<file path="config.mk">
export PLATFORM = sky130hd
export DESIGN_NAME = input_conditioner
export DESIGN_NICKNAME = d
export VERILOG_FILES = /design/src/rtl/input_conditioner.sv
export SDC_FILE = /design/constraint.sdc
export NUM_CORES = 1
export LEC_CHECK = 0
export BUFFER_PORTS_ARGS = -buffer_cell sky130_fd_sc_hd__buf_2
export CORE_MARGIN = 2
export CORE_UTILIZATION = 55
export DETAILED_ROUTE_END_ITERATION = 8
export MAX_ROUTING_LAYER = met4
export PLACE_DENSITY = 0.8
export SLEW_MARGIN = 20
export SYNTH_ARGS = -nofsm -noshare
export SYNTH_HDL_FRONTEND = slang
export SYNTH_SLANG_ARGS = --single-unit
</file>
<file path="constraint.sdc">
create_clock -name Clock -period 2.7 [get_ports Clock]
set_input_delay 0.675 -clock Clock [delete_from_list [all_inputs] [get_ports Clock]]
set_output_delay 0.675 -clock Clock [all_outputs]
set_load 0.03 [all_outputs]
</file>
<file path="src/rtl/input_conditioner.sv">
// input_conditioner: synchronises, debounces and edge-detects the game buttons and captures a range-checked BCD guess.
module input_conditioner #(
    parameter int DEBOUNCE_CYCLES = 500000,
    parameter int CNT_W           = 20,
    parameter bit BTN_ACTIVE_LOW  = 1
) (
    input  logic       Clock,
    input  logic       Reset,
    input  logic       Start_button,
    input  logic       Guess_button,
    input  logic [9:0] switch,
    output logic       start_pulse,
    output logic       guess_pulse,
    output logic       guess_reject,
    output logic       guess_neg,
    output logic [3:0] guess_tens,
    output logic [3:0] guess_ones,
    output logic [9:0] sw_sync
);
    localparam logic [1:0]       IDLE = {2{BTN_ACTIVE_LOW}};
    localparam logic [CNT_W-1:0] LAST = CNT_W'(DEBOUNCE_CYCLES - 1);
    // Button vectors are indexed 0 = start, 1 = guess; db_q holds 1 = pressed.
    logic [1:0]       b1_q, b2_q, db_q, db_d, rise_q, rise_d;
    logic [9:0]       sw1_q, sw2_q;
    logic [CNT_W-1:0] cnt_q [2];
    logic [CNT_W-1:0] cnt_d [2];
    logic             legal, start_d, guess_d, reject_d;
    always_comb begin
        for (int i = 0; i < 2; i++) begin
            db_d[i]  = db_q[i];
            cnt_d[i] = '0;
            if ((b2_q[i] ^ BTN_ACTIVE_LOW) != db_q[i]) begin
                if (cnt_q[i] == LAST) db_d[i] = ~db_q[i];
                else cnt_d[i] = cnt_q[i] + 1'b1;
            end
        end
        rise_d   = db_d & ~db_q;
        legal    = (sw2_q[7:4] <= 4'd9) && (sw2_q[3:0] <= 4'd9);
        start_d  = rise_q[0];
        // A guess press landing together with a start press is swallowed.
        guess_d  = rise_q[1] & ~rise_q[0] & legal;
        reject_d = rise_q[1] & ~rise_q[0] & ~legal;
    end
    always_ff @(posedge Clock) begin
        if (Reset) begin
            b1_q         <= IDLE;
            b2_q         <= IDLE;
            sw1_q        <= '0;
            sw2_q        <= '0;
            db_q         <= '0;
            rise_q       <= '0;
            cnt_q[0]     <= '0;
            cnt_q[1]     <= '0;
            start_pulse  <= 1'b0;
            guess_pulse  <= 1'b0;
            guess_reject <= 1'b0;
            guess_neg    <= 1'b0;
            guess_tens   <= '0;
            guess_ones   <= '0;
        end else begin
            b1_q         <= {Guess_button, Start_button};
            b2_q         <= b1_q;
            sw1_q        <= switch;
            sw2_q        <= sw1_q;
            db_q         <= db_d;
            rise_q       <= rise_d;
            cnt_q[0]     <= cnt_d[0];
            cnt_q[1]     <= cnt_d[1];
            start_pulse  <= start_d;
            guess_pulse  <= guess_d;
            guess_reject <= reject_d;
            if (guess_d) begin
                guess_neg  <= sw2_q[9];
                guess_tens <= sw2_q[7:4];
                guess_ones <= sw2_q[3:0];
            end
        end
    end
    assign sw_sync = sw2_q;
endmodule

</file>
==> results of run 1 <==
final cells by class:
| class | instances | area share |
|---|---|---|
| repair buffers | 38 | 0.0565 |
| clock inverters | 7 | 0.0247 |
| well taps | 72 | 0.0257 |
| flip-flops and latches | 80 | 0.458 |
| inverters | 5 | 0.00536 |
| clock buffers | 9 | 0.0354 |
| multi-input cells | 219 | 0.395 |
through the flow:
| step | power, mW | std cells |
|---|---|---|
| detailed placement | 1.29 | 414 |
| finish | 2.17 | 430 |
| global placement | 1.29 | 414 |
| CTS | 2.20 | 430 |
| floorplan | 1.27 | 313 |
| global route | 2.26 | 430 |
critical path, cell delays in order (launching register included):
cell and delay (ns):
dfxtp_1 0.34, or4_4 0.54, or4_4 0.55, o21ai_4 0.44
nor2_1 0.11
cells by family after synthesis:
logic type,Yosys count,synth area share
flops,80,0.526
mux,10,0.0329
buf+inv,14,0.0205
fa+ha+maj,2,0.00822
xor+xnor,30,0.0863
simple gates,154,0.280
compound gates,23,0.0464
worst paths after layout:
kind	start	end	slack (ns)	depth (start not counted)
hold reg to reg	b1_q[1]	b2_q[1]	0.42	1
hold / removal	b1_q[1]	b2_q[1]	0.42	1
setup reg to reg	cnt_q[0][32]	cnt_q[0][26]	0.58	4
setup / recovery	cnt_q[0][32]	cnt_q[0][26]	0.58	4
report_power, final:
part / leakage, nW / switching, mW / internal [mW]
sequential: 0.650 / 0.00855 / 1.20
combinational: 0.560 / 0.0334 / 0.0230
clock: 0.104 / 0.468 / 0.446
total: 1.31 / 0.510 / 1.66
cell usage in the layout, fill, tap and decap left out, types with 2 or more instances in the layout:
master | netlist | layout
a21oi_1 | 9 | 9
and3_1 | 4 | 4
and4_1 | 4 | 4
and4_2 | 2 | 2
buf_2 | 2 | 35
buf_4 | 0 | 3
clkbuf_8 | 0 | 9
clkinv_4 | 0 | 2
dfxtp_1 | 80 | 80
ha_1 | 2 | 2
inv_1 | 5 | 5
inv_8 | 0 | 2
mux2i_1 | 10 | 10
nand2_1 | 8 | 8
nand3_1 | 14 | 14
nand4_1 | 15 | 15
nor2_1 | 50 | 50
nor2b_1 | 21 | 21
nor3_1 | 5 | 5
nor4_1 | 6 | 6
nor4b_1 | 2 | 2
o21ai_0 | 7 | 7
o31ai_1 | 3 | 3
or2_2 | 6 | 6
or3_1 | 5 | 5
or4_1 | 4 | 4
or4_4 | 2 | 2
xnor2_1 | 13 | 13
xor2_1 | 17 | 17
flip-flops by register name, summed over array words and instances (netlist names), 2 cells and up:
name	flops
db_q	2
b1_q	2
sw_sync	10
guess_tens	4
sw1_q	10
b2_q	2
cnt_q	40
guess_ones	4
rise_q	2
routing by layer:
layer  vias up  wire length [um]
met2        54              2840
li1       1173                 -
met5         -                 0
met3        12               242
met1      1070              2560
met4         0                94
synthesized netlist by cell type (6+ instances only):
library cell	count	share of area
dfxtp_1	80	0.53
nor2_1	50	0.062
nor2b_1	21	0.043
xor2_1	17	0.049
nand4_1	15	0.031
nand3_1	14	0.023
xnor2_1	13	0.037
mux2i_1	10	0.033
a21oi_1	9	0.015
nand2_1	8	0.0099
o21ai_0	7	0.012
clkbuf_1	6	0.0074
nor4_1	6	0.012
or2_2	6	0.012
==> flow_summary.json, run 1 <==
{
  "status": "finished clean",
  "grt_pass1_vias": 2211,
  "initial_utilization": 0.560,
  "grt_util_met3": 0.0690,
  "place_hpwl_um": 3980,
  "core-area_sq_um": 5440,
  "place.gp.congestion": 0.799,
  "synth-edff-count": 0,
  "first_pass_iters": 4,
  "clk_latency_ns": 0.36,
  "synthCells": 313,
  "min_period_ns": 2.12,
  "ys_seq_elements": 80,
  "ctsHoldBuffers": 0,
  "grt_max_degree": 24,
  "fillers": 441,
  "postSynth.asyncResetShare": 0,
  "finalWorstSetupSlack_ns": 0.584,
  "path_clk_slew_ns": 0.09,
  "postCtsSetupRepairBufs": 0,
  "fmax_mhz": 473,
  "met2_usage": 0.327,
  "endpoint_kind": "register",
  "clock-sinks": 80,
  "pre_cts_slack_ns": 0.597,
  "fin_util": 0.643,
  "startpoint_type": "register",
  "cts_buffer_depth": 2,
  "drt_iter0_markers": 107,
  "finalHoldViolCount": 0,
  "worst_pin_slew_ns": 0.646,
  "ctsResizeCount": 0,
  "totalWireLength_um": 5730,
  "finalCritPeriodShare": 0.784,
  "nNetsFinal": 369,
  "cts_made_buffers": 9,
  "tns_ns": 0,
  "ios": 36,
  "max_cap_viol_count": 0,
  "num_vias": 2309,
  "netlist_area_sq_um": 3050,
  "clock-root-buffer": "clkbuf_8",
  "grt.total_usage": 0.206,
  "rsz0062_at_grt": "false",
  "seq_area_sq_um": 1600,
  "die_h_um": 78.4,
  "n_antenna_cell": 0,
  "synth.distinct_cells": 37,
  "antenna_found_initial": 0,
  "relSlewSlack": 0.567,
  "powerDensity_nw_per_um2": 621,
  "avgRoutedWirePerCell_um": 13.3,
  "power.leakage_nw": 1.31,
  "die_w_um": 78.4,
  "synth_flop_cell": "dfxtp_1",
  "syn_avg_cell_area_sq_um": 9.73,
  "drt-vias-per-instance": 5.37,
  "grt_pass1_wl_um": 9680,
  "syn_to_final_growth_pct": 14.9,
  "io_buffers": 35,
  "hold_class": "register to register",
  "grt_overflow": 0,
  "drive_gt1_frac": 0.187,
  "final_max_slew_viol_count": 0,
  "critPathArrivalTime_ns": 2.35,
  "synth.yosys.seq_area_share": 0.526,
  "vdd_drop_max_v": 0.000543,
  "use_met1": 0.239,
  "setup_viol": 0,
  "ys_warn_count": 0,
  "postPlaceCellArea_sq_um": 3290,
  "htreeDepth": 3,
  "syn_nets": 329,
  "tritoncts": "done",
  "rows": 27,
  "critPathMaxFanout": 19,
  "remaining_drc_errors": 0,
  "die_area_sq_um": 6150,
  "final_cell_area_sq_um": 3500,
  "required_ns": 2.93,
  "path_class": "register to register",
  "multi_input_comb_area_sq_um": 1380,
  "finalClockSkew_ns": 0.00881,
  "busiest_layer": "met2",
  "ant_nets": 0,
  "hold_ws_ns": 0.422
}
No activity file was read; power rests on OpenSTA's default activity.
==> inputs of run 2 (changes only) <==
==> constraint.sdc (replaced) <==
create_clock -name Clock -period 2.1 [get_ports Clock]
set_input_delay 0.525 -clock Clock [delete_from_list [all_inputs] [get_ports Clock]]
set_output_delay 0.525 -clock Clock [all_outputs]
set_load 0.03 [all_outputs]
==> flow_summary.json, run 2 (synthesized netlist as in run 1, its figures left out) <==
{
  "power_frac_clock": 0.447,
  "die_w_um": 78.4,
  "setup_viol": 0,
  "drt_iter0_markers": 86,
  "ant_nets": 0,
  "n_antenna_cell": 0,
  "ctsHoldBuffers": 0,
  "p_switching_uw": 577,
  "cts_buffer_depth": 2,
  "critPathArrivalTime_ns": 2.23,
  "io_buffers": 35,
  "rsz0062_at_grt": "false",
  "min_period_ns": 1.95,
  "slowest_stage": "or4_4",
  "crit_buf_inv": 0,
  "rows": 27,
  "crit_top_cell": "or4_4",
  "switching_share": 0.196,
  "vdd_drop_max_v": 0.000660,
  "clk_latency_ns": 0.34,
  "finalHoldViolCount": 0,
  "cts_made_buffers": 9,
  "tritoncts": "done",
  "largest_register": "cnt_q",
  "num_vias": 2331,
  "power.leakage_nw": 1.36,
  "htreeDepth": 3,
  "relSlewSlack": 0.646,
  "path_class": "register to register",
  "critPathMaxFanout": 4,
  "max_stage_delay_ns": 0.55,
  "ios": 36,
  "ctsResizeCount": 0,
  "die_h_um": 78.4,
  "drive_gt1_frac": 0.199,
  "nNetsFinal": 377,
  "dr_wl_met2_um": 2870,
  "initial_utilization": 0.560,
  "clock-root-buffer": "clkbuf_8",
  "startpoint_type": "register",
  "hold_class": "input pin to register",
  "clock-sinks": 80,
  "routed-wl-met3_um": 184,
  "grt_overflow": 0,
  "finalCritPeriodShare": 0.928,
  "grt_pass1_wl_um": 9650,
  "die_area_sq_um": 6150,
  "endpoint_kind": "register",
  "required_ns": 2.38,
  "final_max_slew_viol_count": 0,
  "multi_input_comb_area_sq_um": 1380,
  "routed.top_layer": "met4",
  "cp_top_family": "simple AND/OR/NAND/NOR gates",
  "place_hpwl_um": 3970,
  "fmax_mhz": 513,
  "grt.total_usage": 0.204,
  "final_cell_mix": "dfxtp_1, nor2_1, buf_2",
  "drt-vias-per-instance": 5.32,
  "powerDensity_nw_per_um2": 819,
  "finalClockSkew_ns": 0.00934,
  "final_common_cell": "dfxtp_1",
  "grt_max_degree": 28,
  "path_clk_slew_ns": 0.08,
  "cp_cell_sequence": "or4_4 > or4_4 > or3_1 > a21oi_1",
  "first_pass_iters": 4,
  "max_cap_viol_count": 0,
  "dp.cells": 422,
  "power_frac_comb": 0.026,
  "internal_power_mw": 2.36,
  "finalWorstSetupSlack_ns": 0.150,
  "worst_pin_slew_ns": 0.526,
  "instances_no_fill": 438,
  "postCtsSetupRepairBufs": 0,
  "tns_ns": 0,
  "status": "finished clean",
  "place.gp.congestion": 0.827,
  "grt_pass1_vias": 2172,
  "wl_met1_um": 2600,
  "antenna_found_initial": 0,
  "avgRoutedWirePerCell_um": 13.0,
  "remaining_drc_errors": 0,
  "seq_area_sq_um": 1600,
  "fillers": 424,
  "totalWireLength_um": 5700,
  "syn_to_final_growth_pct": 17.7,
  "core-area_sq_um": 5440,
  "pwr-share-seq": 0.528,
  "pre_cts_slack_ns": 0.153,
  "largest_register_ffs": 40
}
[run 2: cell types whose count changed in the layout (fill, tap and decap cells not counted), sizes merged]
cell and delta:
buf +8, bufinv +2, clkbuf +2, clkinv -2
clkinvlp +1, inv -3
[run 2: path summary, 6_finish.rpt]
path	start	end	slack [ns]	cells after the start
worst max register to register	cnt_q[0][32]	db_q[1]	0.15	4
worst min-delay path	Guess_button	b1_q[1]	0.36	2
worst max-delay path	cnt_q[0][32]	db_q[1]	0.15	4
worst min register to register	b1_q[1]	b2_q[1]	0.41	1
[run 2: worst register-to-register path: cells and delay by family, from the launching register on]
family / cells / cell delay [ns]
flops: 1 / 0.34
compound gates: 1 / 0.15
simple gates: 3 / 1.41
[run 2: per-layer routing]
metal,GRT usage,up-vias
met4,0.0526,0
met2,0.341,39
met3,0.0690,4
li1,-,1186
met5,-,-
met1,0.239,1102
[run 2: cell type report]
| cell class | instances | area share |
|---|---|---|
| Clock buffer | 11 | 0.0366 |
| Timing Repair Buffer | 46 | 0.0719 |
| Tap cell | 72 | 0.0251 |
| Clock inverter | 5 | 0.0293 |
| Sequential cell | 80 | 0.447 |
| Inverter | 5 | 0.00523 |
| Multi-Input combinational cell | 219 | 0.385 |
[run 2: through the flow]
step / util / instance area (sq um) / power, mW / hold slack, ns
floorplan: - / 3050 / 1.63 / 0.389
global placement: 0.616 / 3350 / 1.66 / 0.394
detailed placement: 0.616 / 3350 / 1.66 / 0.393
CTS: 0.659 / 3590 / 2.96 / 0.351
global route: 0.659 / 3590 / 3.04 / 0.344
finish: 0.659 / 3590 / 2.94 / 0.363
[run 2: power groups by stage]
stage | Clock, mW | Sequential, mW | Combinational, mW
floorplan | 0 | 1.60 | 0.0320
global placement | 0 | 1.58 | 0.0734
detailed placement | 0 | 1.58 | 0.0753
CTS | 1.33 | 1.55 | 0.0761
global route | 1.40 | 1.55 | 0.0822
finish | 1.31 | 1.55 | 0.0750
==> inputs of run 3 (changes only) <==
--- a/config.mk
+++ b/config.mk
@@ -7,10 +7,10 @@
 export LEC_CHECK = 0
 export BUFFER_PORTS_ARGS = -buffer_cell sky130_fd_sc_hd__buf_2
 export CORE_MARGIN = 2
-export CORE_UTILIZATION = 55
+export CORE_UTILIZATION = 51
 export DETAILED_ROUTE_END_ITERATION = 8
 export MAX_ROUTING_LAYER = met4
-export PLACE_DENSITY = 0.8
+export PLACE_DENSITY = 0.75
 export SLEW_MARGIN = 20
 export SYNTH_ARGS = -nofsm -noshare
 export SYNTH_HDL_FRONTEND = slang
==> flow_summary.json, run 3 (synthesized netlist as in run 1, its figures left out) <==
{
  "status": "finished clean",
  "ctsHoldBuffers": 0,
  "finalWorstSetupSlack_ns": 0.153,
  "critPathArrivalTime_ns": 2.22,
  "drt_iter0_markers": 88,
  "tritoncts": "done",
  "finalClockSkew_ns": 0.00668,
  "dp.cells": 423,
  "finalCritPeriodShare": 0.927,
  "critPathMaxFanout": 4,
  "initial_utilization": 0.521,
  "nNetsFinal": 375,
  "pwr-share-seq": 0.595,
  "min_period_ns": 1.95,
  "endpoint_kind": "register",
  "power_frac_clock": 0.376,
  "remaining_drc_errors": 0,
  "avgRoutedWirePerCell_um": 12.2,
  "ant_nets": 0,
  "antenna_found_initial": 0,
  "die_area_sq_um": 6610,
  "place_hpwl_um": 3870,
  "path_class": "register to register",
  "final_common_cell": "dfxtp_1",
  "fmax_mhz": 514,
  "clk_latency_ns": 0.34,
  "instances_no_fill": 439,
  "holdPathStages": 2,
  "ios": 36,
  "num_vias": 2292,
  "grt_pass1_vias": 2079,
  "vdd_drop_max_v": 0.000508,
  "place.gp.congestion": 0.856,
  "final_cell_area_sq_um": 3520,
  "final_max_slew_viol_count": 0,
  "postPlaceCellArea_sq_um": 3350,
  "switching_share": 0.220,
  "r2r_start": "cnt_q[0][32]",
  "postCtsSetupRepairBufs": 0,
  "tns_ns": 0,
  "relSlewSlack": 0.645,
  "rsz0062_at_grt": "false",
  "clock-sinks": 80,
  "grt_max_degree": 31,
  "worst_r2r_path_depth": 4,
  "ctsResizeCount": 0,
  "clock-root-buffer": "clkbuf_8",
  "rr_endpoint": "db_q[1]",
  "required_ns": 2.37,
  "grt_pass1_wl_um": 8800,
  "whs_endpoint": "b1_q[1]",
  "drive_gt1_frac": 0.198,
  "rows": 28,
  "power_frac_comb": 0.029,
  "hold_class": "input pin to register",
  "cts_made_buffers": 9,
  "die_h_um": 81.3,
  "first_pass_iters": 4,
  "grt_overflow": 0,
  "p_switching_uw": 571,
  "cts_buffer_depth": 2,
  "die_w_um": 81.3,
  "powerDensity_nw_per_um2": 738,
  "largest_register_ffs": 40,
  "min-delay-start": "Guess_button",
  "final_cell_mix": "dfxtp_1, nor2_1, buf_2",
  "totalWireLength_um": 5360,
  "setup_viol": 0,
  "drt-vias-per-instance": 5.22,
  "finalHoldViolCount": 0,
  "worst_pin_slew_ns": 0.528,
  "syn_to_final_growth_pct": 15.7,
  "crit_path_start": "cnt_q[0][32]",
  "startpoint_type": "register",
  "max_cap_viol_count": 0,
  "core-area_sq_um": 5850,
  "rrSetupSlack_ns": 0.15,
  "pre_cts_slack_ns": 0.171,
  "power.leakage_nw": 1.34,
  "path_clk_slew_ns": 0.07,
  "internal_power_mw": 2.03,
  "grt.total_usage": 0.179,
  "htreeDepth": 3,
  "n_antenna_cell": 0,
  "largest_register": "cnt_q",
  "io_buffers": 35
}
[run 3: worst max-delay path by stage]
stage	endpoint	slack, ns
finish	db_q[1]	0.15
detailed placement	db_q[1]	0.17
global placement	db_q[1]	0.19
CTS	db_q[1]	0.16
floorplan	cnt_q[0][10]	0.16
global route	db_q[1]	0.04
[run 3: layout make-up]
type | instances | area [sq um]
Fill cell | 506 | 2330
Sequential cell | 80 | 1600
Multi-Input combinational cell | 219 | 1380
Timing Repair Buffer | 44 | 255
Clock buffer | 11 | 141
Tap cell | 75 | 93.8
Clock inverter | 5 | 32.5
Inverter | 5 | 18.8
[run 3: routing by layer]
layer  vias to the layer above  global-route usage  part of all wire
li1                       1179                   -                 -
met1                      1059               0.206              0.46
met2                        43               0.289              0.49
met3                        11              0.0633             0.034
met4                         0              0.0661             0.013
met5                         -                   -                 0
[run 3: power groups by stage]
stage                     Sequential, mW  Clock [mW]  Combinational, mW
after CTS                           1.55        1.01             0.0764
final                               1.55       0.978             0.0748
after floorplan                     1.60           0             0.0320
after global routing                1.55        1.09             0.0820
after detailed placement            1.58           0             0.0764
after global placement              1.58           0             0.0756
[run 3: metrics by stage]
step	power, mW	utilization	hold slack, ns
finish	2.60	0.602	0.365
floorplan	1.63	-	0.389
CTS	2.64	0.602	0.346
global route	2.72	0.602	0.346
global placement	1.66	0.573	0.393
detailed placement	1.66	0.573	0.402
[run 3: worst max-delay path, cell delays in order (launching register included)]
cell and delay (ns):
dfxtp_1 0.34, or4_4 0.54, or4_4 0.55, or3_1 0.33, a21oi_1 0.14
